**config.mk**
```make
export PLATFORM = sky130hd
export DESIGN_NAME = fp16_to_fixed
export DESIGN_NICKNAME = d
export VERILOG_FILES = /design/src/rtl/fp16_pkg.sv /design/src/rtl/fp16_unpack.sv /design/src/rtl/fp16_to_fixed.sv
export SDC_FILE = /design/constraint.sdc
export NUM_CORES = 1
export LEC_CHECK = 0
export CORE_AREA = 2 2 68 135
export DETAILED_ROUTE_END_ITERATION = 6
export DIE_AREA = 0 0 70 137
export DONT_BUFFER_PORTS = 1
export GPL_ROUTABILITY_DRIVEN = 0
export PLACE_DENSITY_LB_ADDON = 0.12
export SLEW_MARGIN = 25
export SYNTH_ARGS = -nofsm -noshare
export SYNTH_HDL_FRONTEND = slang
export SYNTH_SLANG_ARGS = --single-unit
```
**constraint.sdc**
```tcl
create_clock -name clk -period 10.3 [get_ports clk]
set_clock_uncertainty 0.1 [all_clocks]
set_input_delay 2.06 -clock clk [delete_from_list [all_inputs] [get_ports clk]]
set_output_delay 2.06 -clock clk [all_outputs]
set_load 0.05 [all_outputs]
```
**src/rtl/fp16_pkg.sv**
```systemverilog
// Shared binary16 field layout, operand class encoding and field-slice helpers
// used by the fp16 datapath blocks.
package fp16_pkg;

    localparam int EXP_W    = 5;
    localparam int MANT_W   = 10;
    localparam int EXP_BIAS = 15;
    localparam int WORD_W   = 1 + EXP_W + MANT_W;

    localparam logic [EXP_W-1:0] EXP_MAX = '1;

    typedef enum logic [2:0] {
        FP_ZERO = 3'd0,
        FP_SUB  = 3'd1,
        FP_NORM = 3'd2,
        FP_INF  = 3'd3,
        FP_NAN  = 3'd4
    } fp_class_t;

    function automatic logic fp_sign(input logic [WORD_W-1:0] w);
        return w[WORD_W-1];
    endfunction

    function automatic logic [EXP_W-1:0] fp_exp(input logic [WORD_W-1:0] w);
        return w[MANT_W +: EXP_W];
    endfunction

    function automatic logic [MANT_W-1:0] fp_frac(input logic [WORD_W-1:0] w);
        return w[MANT_W-1:0];
    endfunction

endpackage

```
**src/rtl/fp16_unpack.sv**
```systemverilog
// Combinational binary16 decoder: sign, operand class, mantissa with the
// hidden bit restored, and effective exponent (subnormals use 1).
module fp16_unpack
    import fp16_pkg::*;
(
    input  logic [WORD_W-1:0] word,
    output logic              sign,
    output logic [2:0]        cls,
    output logic [MANT_W:0]   mant,
    output logic [EXP_W-1:0]  e_eff
);

    logic [EXP_W-1:0]  exp_f;
    logic [MANT_W-1:0] frac_f;

    always_comb begin
        sign   = fp_sign(word);
        exp_f  = fp_exp(word);
        frac_f = fp_frac(word);
        if (exp_f == '0) begin
            mant  = {1'b0, frac_f};
            e_eff = 5'd1;
            cls   = (frac_f == '0) ? FP_ZERO : FP_SUB;
        end else begin
            mant  = {1'b1, frac_f};
            e_eff = exp_f;
            if (exp_f == EXP_MAX) begin
                cls = (frac_f == '0) ? FP_INF : FP_NAN;
            end else begin
                cls = FP_NORM;
            end
        end
    end

endmodule

```
**src/rtl/fp16_to_fixed.sv**
```systemverilog
// Two-stage streaming binary16 to signed Q-format converter with
// round-to-nearest-even, saturation and exception flags.
module fp16_to_fixed
    import fp16_pkg::*;
#(
    parameter int OUT_W = 16,
    parameter int FRAC  = 8
) (
    input  logic              clk,
    input  logic              rst,
    input  logic              in_valid,
    output logic              in_ready,
    input  logic [WORD_W-1:0] in_data,
    output logic              out_valid,
    input  logic              out_ready,
    output logic [OUT_W-1:0]  out_data,
    output logic              out_ovf,
    output logic              out_inexact,
    output logic              out_invalid
);

    localparam int SH_W     = 8;
    localparam int RS_MAX   = EXP_BIAS + MANT_W - 1;
    localparam int RS_EXT_W = MANT_W + 1 + RS_MAX;
    // Wide enough for an 11-bit mantissa shifted left by up to 5+31.
    localparam int MAG_W    = 48;

    localparam logic signed [SH_W-1:0] SH_OFS  = 8'(EXP_BIAS + MANT_W - FRAC);
    localparam logic [MAG_W-1:0]       NEG_LIM = 48'd1 << (OUT_W - 1);
    localparam logic [MAG_W-1:0]       POS_LIM = NEG_LIM - 48'd1;

    // Handshake
    logic s1_valid_reg;
    logic out_valid_reg;
    logic s2_adv;
    logic s1_adv;
    logic accept;

    assign s2_adv   = ~out_valid_reg | out_ready;
    assign s1_adv   = s1_valid_reg & s2_adv;
    assign in_ready = ~s1_valid_reg | s1_adv;
    assign accept   = in_valid & in_ready;

    // Stage 1: decode
    logic                   u_sign;
    logic [2:0]             u_cls;
    logic [MANT_W:0]        u_mant;
    logic [EXP_W-1:0]       u_e_eff;
    logic signed [SH_W-1:0] sh_next;

    fp16_unpack u_unpack (
        .word  (in_data),
        .sign  (u_sign),
        .cls   (u_cls),
        .mant  (u_mant),
        .e_eff (u_e_eff)
    );

    assign sh_next = {{(SH_W-EXP_W){1'b0}}, u_e_eff} - SH_OFS;

    logic                   s1_sign_reg;
    fp_class_t              s1_cls_reg;
    logic [MANT_W:0]        s1_mant_reg;
    logic signed [SH_W-1:0] s1_sh_reg;

    always_ff @(posedge clk) begin
        if (rst) begin
            s1_valid_reg <= 1'b0;
        end else if (accept) begin
            s1_valid_reg <= 1'b1;
        end else if (s1_adv) begin
            s1_valid_reg <= 1'b0;
        end
    end

    always_ff @(posedge clk) begin
        if (accept) begin
            s1_sign_reg <= u_sign;
            s1_cls_reg  <= fp_class_t'(u_cls);
            s1_mant_reg <= u_mant;
            s1_sh_reg   <= sh_next;
        end
    end

    // Stage 2: shift, round, saturate
    logic                 sh_neg;
    logic [4:0]           rs_amt;
    logic [MAG_W-1:0]     mag_shl;
    logic [RS_EXT_W-1:0]  rs_ext;
    logic                 guard;
    logic                 sticky;
    logic                 round_up;
    logic [MANT_W+1:0]    rnd_mag;
    logic [MAG_W-1:0]     mag;
    logic [MAG_W-1:0]     lim;
    logic                 over;
    logic [OUT_W-1:0]     mag_sat;
    logic [OUT_W-1:0]     lim_out;
    logic [OUT_W-1:0]     data_next;
    logic                 ovf_next;
    logic                 inexact_next;
    logic                 invalid_next;

    always_comb begin
        sh_neg   = s1_sh_reg[SH_W-1];
        rs_amt   = 5'(-s1_sh_reg);
        mag_shl  = {{(MAG_W-MANT_W-1){1'b0}}, s1_mant_reg} << s1_sh_reg[SH_W-2:0];
        // Mantissa sits above RS_MAX zero bits so the dropped bits land below it.
        rs_ext   = {s1_mant_reg, {RS_MAX{1'b0}}} >> rs_amt;
        guard    = sh_neg & rs_ext[RS_MAX-1];
        sticky   = sh_neg & (|rs_ext[RS_MAX-2:0]);
        round_up = guard & (sticky | rs_ext[RS_MAX]);
        rnd_mag  = {1'b0, rs_ext[RS_EXT_W-1:RS_MAX]} + {{(MANT_W+1){1'b0}}, round_up};
        mag      = sh_neg ? {{(MAG_W-MANT_W-2){1'b0}}, rnd_mag} : mag_shl;

        lim      = s1_sign_reg ? NEG_LIM : POS_LIM;
        over     = mag > lim;
        mag_sat  = over ? lim[OUT_W-1:0] : mag[OUT_W-1:0];
        lim_out  = s1_sign_reg ? -lim[OUT_W-1:0] : lim[OUT_W-1:0];

        data_next    = s1_sign_reg ? -mag_sat : mag_sat;
        ovf_next     = over;
        inexact_next = over | guard | sticky;
        invalid_next = 1'b0;

        case (s1_cls_reg)
            FP_NAN: begin
                data_next    = '0;
                ovf_next     = 1'b0;
                inexact_next = 1'b0;
                invalid_next = 1'b1;
            end
            FP_INF: begin
                data_next    = lim_out;
                ovf_next     = 1'b1;
                inexact_next = 1'b0;
            end
            default: ;
        endcase
    end

    logic [OUT_W-1:0] data_reg;
    logic             ovf_reg;
    logic             inexact_reg;
    logic             invalid_reg;

    always_ff @(posedge clk) begin
        if (rst) begin
            out_valid_reg <= 1'b0;
            data_reg      <= '0;
            ovf_reg       <= 1'b0;
            inexact_reg   <= 1'b0;
            invalid_reg   <= 1'b0;
        end else if (s2_adv) begin
            out_valid_reg <= s1_valid_reg;
            if (s1_valid_reg) begin
                data_reg    <= data_next;
                ovf_reg     <= ovf_next;
                inexact_reg <= inexact_next;
                invalid_reg <= invalid_next;
            end
        end
    end

    assign out_valid   = out_valid_reg;
    assign out_data    = data_reg;
    assign out_ovf     = ovf_reg;
    assign out_inexact = inexact_reg;
    assign out_invalid = invalid_reg;

endmodule
```
# After elaboration in Yosys (flattened, before gate mapping)
# Cells that the tools add are included.
dict set report word_totals {
  ff_bits 42
  inputBits 20
  word_cells 56
}
dict set report op_classes {
  addsub 5
  magnitude_cmp 1
  eq_ne 3
  n_shift 2
  muxes 17
  bitwise 12
  reduce_logical 6
}
# op n
set op_table {}
lappend op_table {{$mux 16} 4}
lappend op_table {{$gt 48x16->1} 1}
lappend op_table {{$mux 48} 1}
lappend op_table {{$shl 11x7->48} 1}
lappend op_table {{$shr 35x5->35} 1}
lappend op_table {{$neg 16->16} 2}
lappend op_table {{$pmux 16 s2} 1}
lappend op_table {{$reduce_or 23->1} 1}
lappend op_table {{$add 11x1->12} 1}
lappend op_table {{$mux 11} 1}
lappend op_table {{$logic_not 10->1} 1}
lappend op_table {{$mux 3} 3}
lappend op_table {{$sub 5x5->6 const B} 1}
lappend op_table {{$and 1x1->1} 5}
lappend op_table {{$eq 5x5->1 const B} 1}
lappend op_table {{$logic_not 5->1} 1}
lappend op_table {{$mux 1} 5}
lappend op_table {{$mux 5} 1}
lappend op_table {{$neg 5->5} 1}
lappend op_table {{$or 1x1->1} 5}
lappend op_table {{$eq 3x2->1 const B} 1}
lappend op_table {{$eq 3x3->1 const B} 1}
lappend op_table {{$not 1->1} 2}
lappend op_table {{$pmux 1 s2} 1}
lappend op_table {{other kinds (3)} 3}

# Depth between registers and ports, before layout
# Gate-level depths: netlist of the first run.
dict set report depth {
  ltp_word 13
  mapped_depth 34
  depth_no_buf 29
}

# By module
# Synthesis of the first run repeated with hierarchy kept, for this count alone.
dict set report hier_totals {
  hier_cells 672
  hier_area_um2 5340.1
}
# module instances cells_per_inst area_per_inst_um2 seq_area_each_um2
set by_module_without_submodules {}
lappend by_module_without_submodules {fp16_to_fixed 1 643 5141.2 1051.0}
lappend by_module_without_submodules {fp16_unpack 1 29 198.9 0.0}

# Least setup slack after synthesis of the first run
# OpenSTA, ideal clock, no wires.
dict set report synth_path {
  path_type {register to register}
  startpoint {register s1_sh_reg[1]}
  endpoint {register data_reg[6] (netlist: out_data[6])}
  t_arrival_ns 7.032
  required_ns 10.114
  setup_slack_ns 3.082
  path_stages_with_launch 35
  path_cell_list {edfxtp_1 -> buf_2 -> buf_4 -> buf_4 -> buf_2 -> inv_1 -> ha_1 -> buf_2 -> mux4_2 -> nand2_1 -> or3_4 -> a211o_4 -> clkinv_4 -> ha_1 -> o2111ai_1 -> or3_1 -> a31oi_1 -> inv_2 -> ha_1 -> a21oi_1 -> nor2b_1 -> a2111oi_0 -> a221oi_1 -> o21ai_0 -> o211ai_1 -> buf_2 -> clkbuf_1 -> o21ai_0 -> ha_1 -> inv_1 -> nor3_1 -> a21o_1 -> mux2i_1 -> a211o_1 -> a211oi_1}
}
dict set report synth_via {
  elab_chain_len 13
  elab_cells_between_ends 15
  cone_classes {add/sub (3); order compare (1); shift (2); mux (4); bitwise (4); reduce/logical (1)}
}
# element line
set synth_lines {}
lappend synth_lines {{start: declaration} fp16_to_fixed.sv:64} ;# logic signed [SH_W-1:0] s1_sh_reg;
lappend synth_lines {{start signal: assignment} fp16_to_fixed.sv:81} ;# s1_sh_reg <= sh_next;
lappend synth_lines {{$neg 5->5} fp16_to_fixed.sv:106} ;# rs_amt = 5'(-s1_sh_reg);
lappend synth_lines {{$shr 35x5->35} fp16_to_fixed.sv:109} ;# rs_ext = {s1_mant_reg, {RS_MAX{1'b0}}} >> rs_amt;
lappend synth_lines {{$reduce_or 23->1} fp16_to_fixed.sv:111} ;# sticky = sh_neg & (|rs_ext[RS_MAX-2:0]);
lappend synth_lines {{$and 1x1->1} fp16_to_fixed.sv:111}
lappend synth_lines {{$or 1x1->1} fp16_to_fixed.sv:112} ;# round_up = guard & (sticky | rs_ext[RS_MAX]);
lappend synth_lines {{$and 1x1->1} fp16_to_fixed.sv:112}
lappend synth_lines {{$add 11x1->12} fp16_to_fixed.sv:113} ;# rnd_mag = {1'b0, rs_ext[RS_EXT_W-1:RS_MAX]} + {{(MANT_W+1){1'b0}}, round_up};
lappend synth_lines {{$mux 48 (*)} fp16_to_fixed.sv:114} ;# mag = sh_neg ? {{(MAG_W-MANT_W-2){1'b0}}, rnd_mag} : mag_shl;
lappend synth_lines {{$gt 48x16->1} fp16_to_fixed.sv:117} ;# over = mag > lim;
lappend synth_lines {{$mux 16 (*)} fp16_to_fixed.sv:118} ;# mag_sat = over ? lim[OUT_W-1:0] : mag[OUT_W-1:0];
lappend synth_lines {{$neg 16->16} fp16_to_fixed.sv:121} ;# data_next = s1_sign_reg ? -mag_sat : mag_sat;
lappend synth_lines {{$mux 16 (*)} fp16_to_fixed.sv:121}
lappend synth_lines {{$pmux 16 s2 (*)} fp16_to_fixed.sv:126} ;# case (s1_cls_reg)
lappend synth_lines {{end signal: assignment} fp16_to_fixed.sv:157} ;# data_reg <= data_next;
lappend synth_lines {{end: declaration} fp16_to_fixed.sv:142} ;# logic [OUT_W-1:0] data_reg;
# Every way passes the cells marked *; elsewhere a longest branch is shown, timed or not.
# A chain may end at the register's enable or synchronous reset.

# Worst setup path in the final report of the first run
# Same ends and word-level chain as after synthesis.

==> metrics.md, run 1 <==
| Metric | Value |
|---|---|
| Cells after Synth | 698 |
| Fin cells | 758 |
| Htree depth | 2 |
| Peak supply drop | 0.0001910 V |
| CP Data Arrival Time | 7.94 ns |
| Count of TritonRoute iterations in the first routing pass | 7 |
| Full die area | 0.009590 mm² |
| # DRC | 0 |
| Number of port buffers | 0 |
| Max reg flops | 16 |
| Detail Route Antenna Nets | 0 |
| WL final | 18360 µm |
| Crit path launch type | flop |
| Synthesized area | 0.005433 mm² |
| CP peak stage delay | 0.73 ns |
| Multi-input logic area | 0.004033 mm² |
| Global-route wire length before repair | 29350 µm |
| Most common cell after layout, fill and taps aside | nor2_1 |
| Critical Path Sink | out_data[6]$_SDFFE_PP0P_ |
| Syn Nets | 738 |
| Synth warn | 0 |
| R2r setup slk | 2.46 ns |
| R2r endpoint | out_data[6]$_SDFFE_PP0P_ |
| Via density | 7.623 |
| Final Setup Violations | 0 |
| Fmax | 127.6 MHz |
| Largest net degree at the start of global routing | 62 |
| Clock network latency to the later pin of the worst-skew pair | 0.29 ns |
| Status | completed |
| Netlist cell types | 89 |
| Area of the core | 0.008528 mm² |
| Cell row count | 48 |
| Post-CTS sizing | 0 |
| Placed cell count | 750 |
| Final instance area | 0.005522 mm² |
| Hold_buf cts | 0 |
| Most frequent cells in the layout | 71 x nor2_1, 61 x nand2_1, 46 x a21oi_1, 39 x o21ai_0, 33 x nor3_1 |
| TritonCTS clock tree | yes |
| HPWL Detailed | 13330 µm |
| Power per cell area | 125.1 mW/mm² |
| # IOs | 41 |
| Initial drt markers | 902 |
| Critical Path RT | 10.40 ns |
| Diode count | 0 |
| Area grow syn2layout | 1.635% |
| Routed vias | 5778 |
| Vias in the first global route | 5610 |
| Worst Max-Slew Pin Slew | 1.060 ns |
| Initial antenna violation count | 0 |
| Final Cycle Share | 76.08% |
| CP max-delay cell | ha_2 |
| Share of post-route cells with drive strength above 1 | 12.77% |
| Slew Limit Fails | 0 |
| Sequential fraction of the synthesis area | 19.35% |
| Max_slew headroom | 28.43% |
| Leakage Power | 1.986 nW |
| Starting Density | 63.70% |
| Die width | 70 µm |
| Setup bufs post-CTS | 0 |
| R2R depth | 31 |
| Fill cells | 772 |
| Ys async rst share | 0% |
| Worst-path maximum fanout | 40 |
| R2R Path Start | s1_sh_reg[1]$_DFFE_PP_ |
| Clock-pin transition on the worst setup and hold timing paths | 0.06 ns |
| Grt total ovfl | 0 |
| Clk buf depth | 2 |
| Nets | 697 |
| Total clock sinks | 42 |
| Chip Height | 137 µm |
| Setup TNS | 0 ns |
| Register area | 0.001051 mm² |
| Synthesized area per cell | 7.783 µm² |
| Root Buffer | clkbuf_16 |
| Final core occ | 64.74% |
| Yosys reg bits | 42 |
| Worst min path class | flop to flop |
| Crit. End Element | flop |
| Hold Violations, Final | 0 |
| Cts bufs inserted | 5 |
| Total track usage | 39.01% |
| Post-DP Area | 0.005364 mm² |
| Critical path type | flop to flop |
| Routed length per instance | 24.22 µm |
| Top_reg_cell synth | edfxtp_1 |
| EDFF count, synth | 21 |
| Post-layout min period | 7.836 ns |
| CP startpoint | s1_sh_reg[1]$_DFFE_PP_ |
| Max-Cap Viols | 0 |
| RSZ-0062 raised after global routing | no |
## cell usage after synthesis, drive strengths merged, types with 9 or more instances
cell | n | area share (%)
clkbuf | 35 | 2.4
dfxtp | 21 | 7.7
ha | 20 | 4.6
nand2b | 12 | 1.4
mux2 | 26 | 5.4
nor3 | 35 | 3.4
nor2b | 11 | 1.3
mux4 | 9 | 3.7
or3 | 14 | 1.7
edfxtp | 21 | 12
o21ai | 42 | 3.9
inv | 16 | 1.1
nand2 | 61 | 4.2
a211oi | 13 | 2.0
buf | 24 | 2.8
a21oi | 46 | 4.2
nor4 | 14 | 2.1
nand3 | 20 | 1.8
nor2 | 72 | 5.1
mux2i | 30 | 5.5
## critical path, delay by kind of cell (launching register included)
| kind | cells | cell delay [ns] |
|---|---|---|
| flops | 1 | 0.32 |
| buf+inv | 7 | 1.26 |
| simple gates | 7 | 1.31 |
| fa+ha+maj | 4 | 1.53 |
| compound gates | 11 | 2.74 |
| mux | 2 | 0.46 |
## layer usage
metal	share of wire (%)	global-route usage, %	wire length (µm)	vias up
met5	0	0	0	-
met4	9.9	33.01	1817	0
met3	7.6	8.100	1397	150
met2	49	65.93	8996	361
met1	33	40.72	6145	2703
li1	-	-	-	2564
## worst min-delay path by stage
stage | slack (ns) | cells after the start | end | startpoint
final | 0.44 | 2 | out_valid$_SDFFE_PP0P_ | s1_valid_reg$_SDFFE_PP0P_
after global routing | 0.48 | 2 | out_valid$_SDFFE_PP0P_ | s1_valid_reg$_SDFFE_PP0P_
after CTS | 0.45 | 2 | out_valid$_SDFFE_PP0P_ | s1_valid_reg$_SDFFE_PP0P_
after detailed placement | 0.44 | 2 | out_valid$_SDFFE_PP0P_ | s1_valid_reg$_SDFFE_PP0P_
after global placement | 0.40 | 2 | out_valid$_SDFFE_PP0P_ | s1_valid_reg$_SDFFE_PP0P_
after floorplan | 0.40 | 2 | out_valid$_SDFFE_PP0P_ | s1_valid_reg$_SDFFE_PP0P_
## kinds of logic (layout without fill, tap and decap cells)
group / count (synthesis) / after routing / share of synthesized area, %
flip-flops: 42 / 42 / 19.35
buffers and inverters: 79 / 39 / 6.702
AO/OA/AOI/OAI: 197 / 197 / 25.20
AND/OR/NAND/NOR: 282 / 282 / 27.13
XOR/XNOR: 13 / 13 / 2.372
multiplexers: 65 / 65 / 14.65
adder cells (fa/ha/maj): 20 / 20 / 4.606
## final cells by class
| class | count | share of cell area [%] |
|---|---|---|
| multi-input combinational | 577 | 73.03 |
| sequential | 42 | 19.03 |
| clock inverter | 3 | 0.4532 |
| inverter | 20 | 1.450 |
| timing repair buffer | 11 | 1.496 |
| tap | 100 | 2.266 |
| clock buffer | 5 | 2.266 |
## report_power, final
| part | switching, mW | internal, mW |
|---|---|---|
| Clock | 0.0652 | 0.0909 |
| Combinational | 0.193 | 0.113 |
| Sequential | 0.0399 | 0.188 |
| Total | 0.298 | 0.392 |
## per-stage QoR
step | power [mW] | hold WS [ns] | worst slack (ns)
finish | 0.6905 | 0.4442 | 2.464
global route | 0.7237 | 0.4796 | 1.901
CTS | 0.6790 | 0.4486 | 2.374
detailed placement | 0.5213 | 0.4372 | 2.419
global placement | 0.5175 | 0.4034 | 2.788
floorplan | 0.4571 | 0.3960 | 3.082
Note: power is estimated with default switching activity, not from simulation.
==> run 2, diff against run 1 <==
- CORE_AREA: 2 2 68 135 -> 2 2 71 140
- DIE_AREA: 0 0 70 137 -> 0 0 73 142
- clock period: 10.3 -> 6.7 ns (I/O delays scaled with it)
==> metrics.md, run 2 (synthesis results as in run 1) <==
| Metric | Value |
|---|---|
| Status | completed |
| Power per cell area | 189.6 mW/mm² (+52%) |
| Max reg flops | 16 (unchanged) |
| M1 WL | 6355 µm (+3.4%) |
| Final worst setup slack | 0.3670 ns (-2.097 ns) |
| Clock-pin transition on the worst setup and hold timing paths | 0.06 ns (about the same) |
| Detail Route Antenna Nets | 0 (unchanged) |
| Final Setup Violations | 0 (unchanged) |
| Routed length per instance | 24.25 µm (+0.12%) |
| # IOs | 41 (unchanged) |
| Final core occ | 62.67% (-2.1 points) |
| Initial antenna violation count | 0 (unchanged) |
| Crit path launch type | flop |
| Cts bufs inserted | 5 (unchanged) |
| CP Data Arrival Time | 6.44 ns (-1.50 ns) |
| Worst-path maximum fanout | 16 (-60%) |
| Cell row count | 50 (+4.2%) |
| Vias in the first global route | 5757 (+2.6%) |
| Final instance area | 0.005842 mm² (+5.8%) |
| WL final | 19250 µm (+4.9%) |
| TritonCTS clock tree | yes |
| Critical path type | flop to flop |
| Global-route wire length before repair | 30810 µm (+5.0%) |
| Worst Max-Slew Pin Slew | 0.9649 ns (-0.09525 ns) |
| Max_slew headroom | 34.86% (+6.4 points) |
| Clk buf depth | 2 (unchanged) |
| Leakage Power | 2.143 nW (+7.9%) |
| Nets | 729 (+4.6%) |
| Fin cells | 794 (+4.7%) |
| Full die area | 0.01037 mm² (+8.1%) |
| Critical Path RT | 6.81 ns (-3.59 ns) |
| Number of port buffers | 0 (unchanged) |
| Most frequent cells in the layout | 70 x nor2_1, 61 x nand2_1, 46 x a21oi_1, 41 x buf_4, 37 x o21ai_0 |
| Initial drt markers | 785 (-13%) |
| Chip Height | 142 µm (+3.6%) |
| Routed vias | 5862 (+1.5%) |
| Placed cell count | 785 (+4.7%) |
| Clock network latency to the later pin of the worst-skew pair | 0.29 ns (about the same) |
| Share of post-route cells with drive strength above 1 | 17.97% (+5.2 points) |
| Grt total ovfl | 0 (unchanged) |
| Total chip power | 1.107 mW (+60%) |
| Setup TNS | 0 ns (unchanged) |
| Hold Violations, Final | 0 (unchanged) |
| Total track usage | 38.43% (-0.58 points) |
| Slew Limit Fails | 0 (unchanged) |
| Post-layout min period | 6.333 ns (-1.503 ns) |
| Place WS | 0.1891 ns (-2.230 ns) |
| RSZ-0062 raised after global routing | no |
| Largest net degree at the start of global routing | 62 (unchanged) |
| Max-Cap Viols | 0 (unchanged) |
| Hold_buf cts | 0 (unchanged) |
| HPWL Detailed | 14820 µm (+11%) |
| Diode count | 0 (unchanged) |
| Count of TritonRoute iterations in the first routing pass | 5 (-2) |
| Most common cell after layout, fill and taps aside | nor2_1 |
| Post-DP Area | 0.005648 mm² (+5.3%) |
| Area grow syn2layout | 7.531% |
| Highest Signal Layer | met4 |
| Worst min path class | flop to flop |
| # DRC | 0 (unchanged) |
| Via density | 7.383 (-3.1%) |
| Fmax | 157.9 MHz (+24%) |
| Die width | 73 µm (+4.3%) |
| WL met3 | 1183 µm (-15%) |
| Peak supply drop | 0.0002040 V (+6.8%) |
| Root Buffer | clkbuf_16 |
| Starting Density | 58.28% (-5.4 points) |
| Crit. End Element | flop |
| Area of the core | 0.009321 mm² (+9.3%) |
| Final Cycle Share | 94.52% (+18 points) |
| Hold slack | 0.4307 ns (-0.01356 ns) |
| Total clock sinks | 42 (unchanged) |
| Htree depth | 2 (unchanged) |
| Met2 Wirelength | 9864 µm (+9.6%) |
[run 2: changes by cell type in the layout (fill, tap and decap cells not counted), sizes merged]
| cell | previous run | this run |
|---|---|---|
| buf | 11 | 43 |
| clkbuf | 5 | 6 |
| inv | 17 | 16 |
[run 2: repair_timing]
action                     4_1_cts  5_1_grt
buffers inserted                 0        1
resized for setup                0        9
setup endpoints to repair        0       13
[run 2: cell type report]
cell class | count | area (µm²)
Tap cell | 104 | 130.1
Fill cell | 832 | 3480
Clock inverter | 2 | 13.76
Multi-Input combinational cell | 577 | 4098
Inverter | 20 | 81.33
Sequential cell | 42 | 1051
Timing Repair Buffer | 43 | 339.1
Clock buffer | 6 | 128.9
[run 2: final timing paths]
path / startpoint / end / slack (ns) / cells after the start
setup / recovery: s1_sh_reg[2]$_DFFE_PP_ / out_data[6]$_SDFFE_PP0P_ / 0.37 / 26
hold / removal: s1_valid_reg$_SDFFE_PP0P_ / out_valid$_SDFFE_PP0P_ / 0.43 / 2
setup reg to reg: s1_sh_reg[2]$_DFFE_PP_ / out_data[6]$_SDFFE_PP0P_ / 0.37 / 26
hold reg to reg: s1_valid_reg$_SDFFE_PP0P_ / out_valid$_SDFFE_PP0P_ / 0.43 / 2
[run 2: worst max-delay path, cell delays in order, from the launching register on]
cell and delay [ns]:
edfxtp_1 0.67, buf_4 0.24, xor2_2 0.31, buf_4 0.29, buf_4 0.24, nand3_1 0.21, a21o_1 0.23, a2111o_1 0.42
or3_1 0.33, a311oi_2 0.33, inv_1 0.08, ha_1 0.29, a21oi_1 0.16, nor2b_1 0.06, o21ai_0 0.14, nand4b_1 0.15
o21ai_1 0.18, o211ai_1 0.21, buf_6 0.22, o21ai_1 0.14, ha_2 0.23, inv_2 0.08, nor3_2 0.21, a21o_1 0.14
mux2i_1 0.06, a211o_1 0.30, a211oi_1 0.21
[run 2: where the power goes]
part / switching [mW] / internal (mW)
Clock: 0.0995 / 0.138
Combinational: 0.318 / 0.204
Sequential: 0.0588 / 0.289
[run 2: routing by layer]
layer | global-route usage (%) | vias to the layer above
met5 | 0 | -
met4 | 28.85 | 0
met3 | 6.870 | 132
met2 | 66.81 | 358
met1 | 39.23 | 2744
li1 | - | 2628
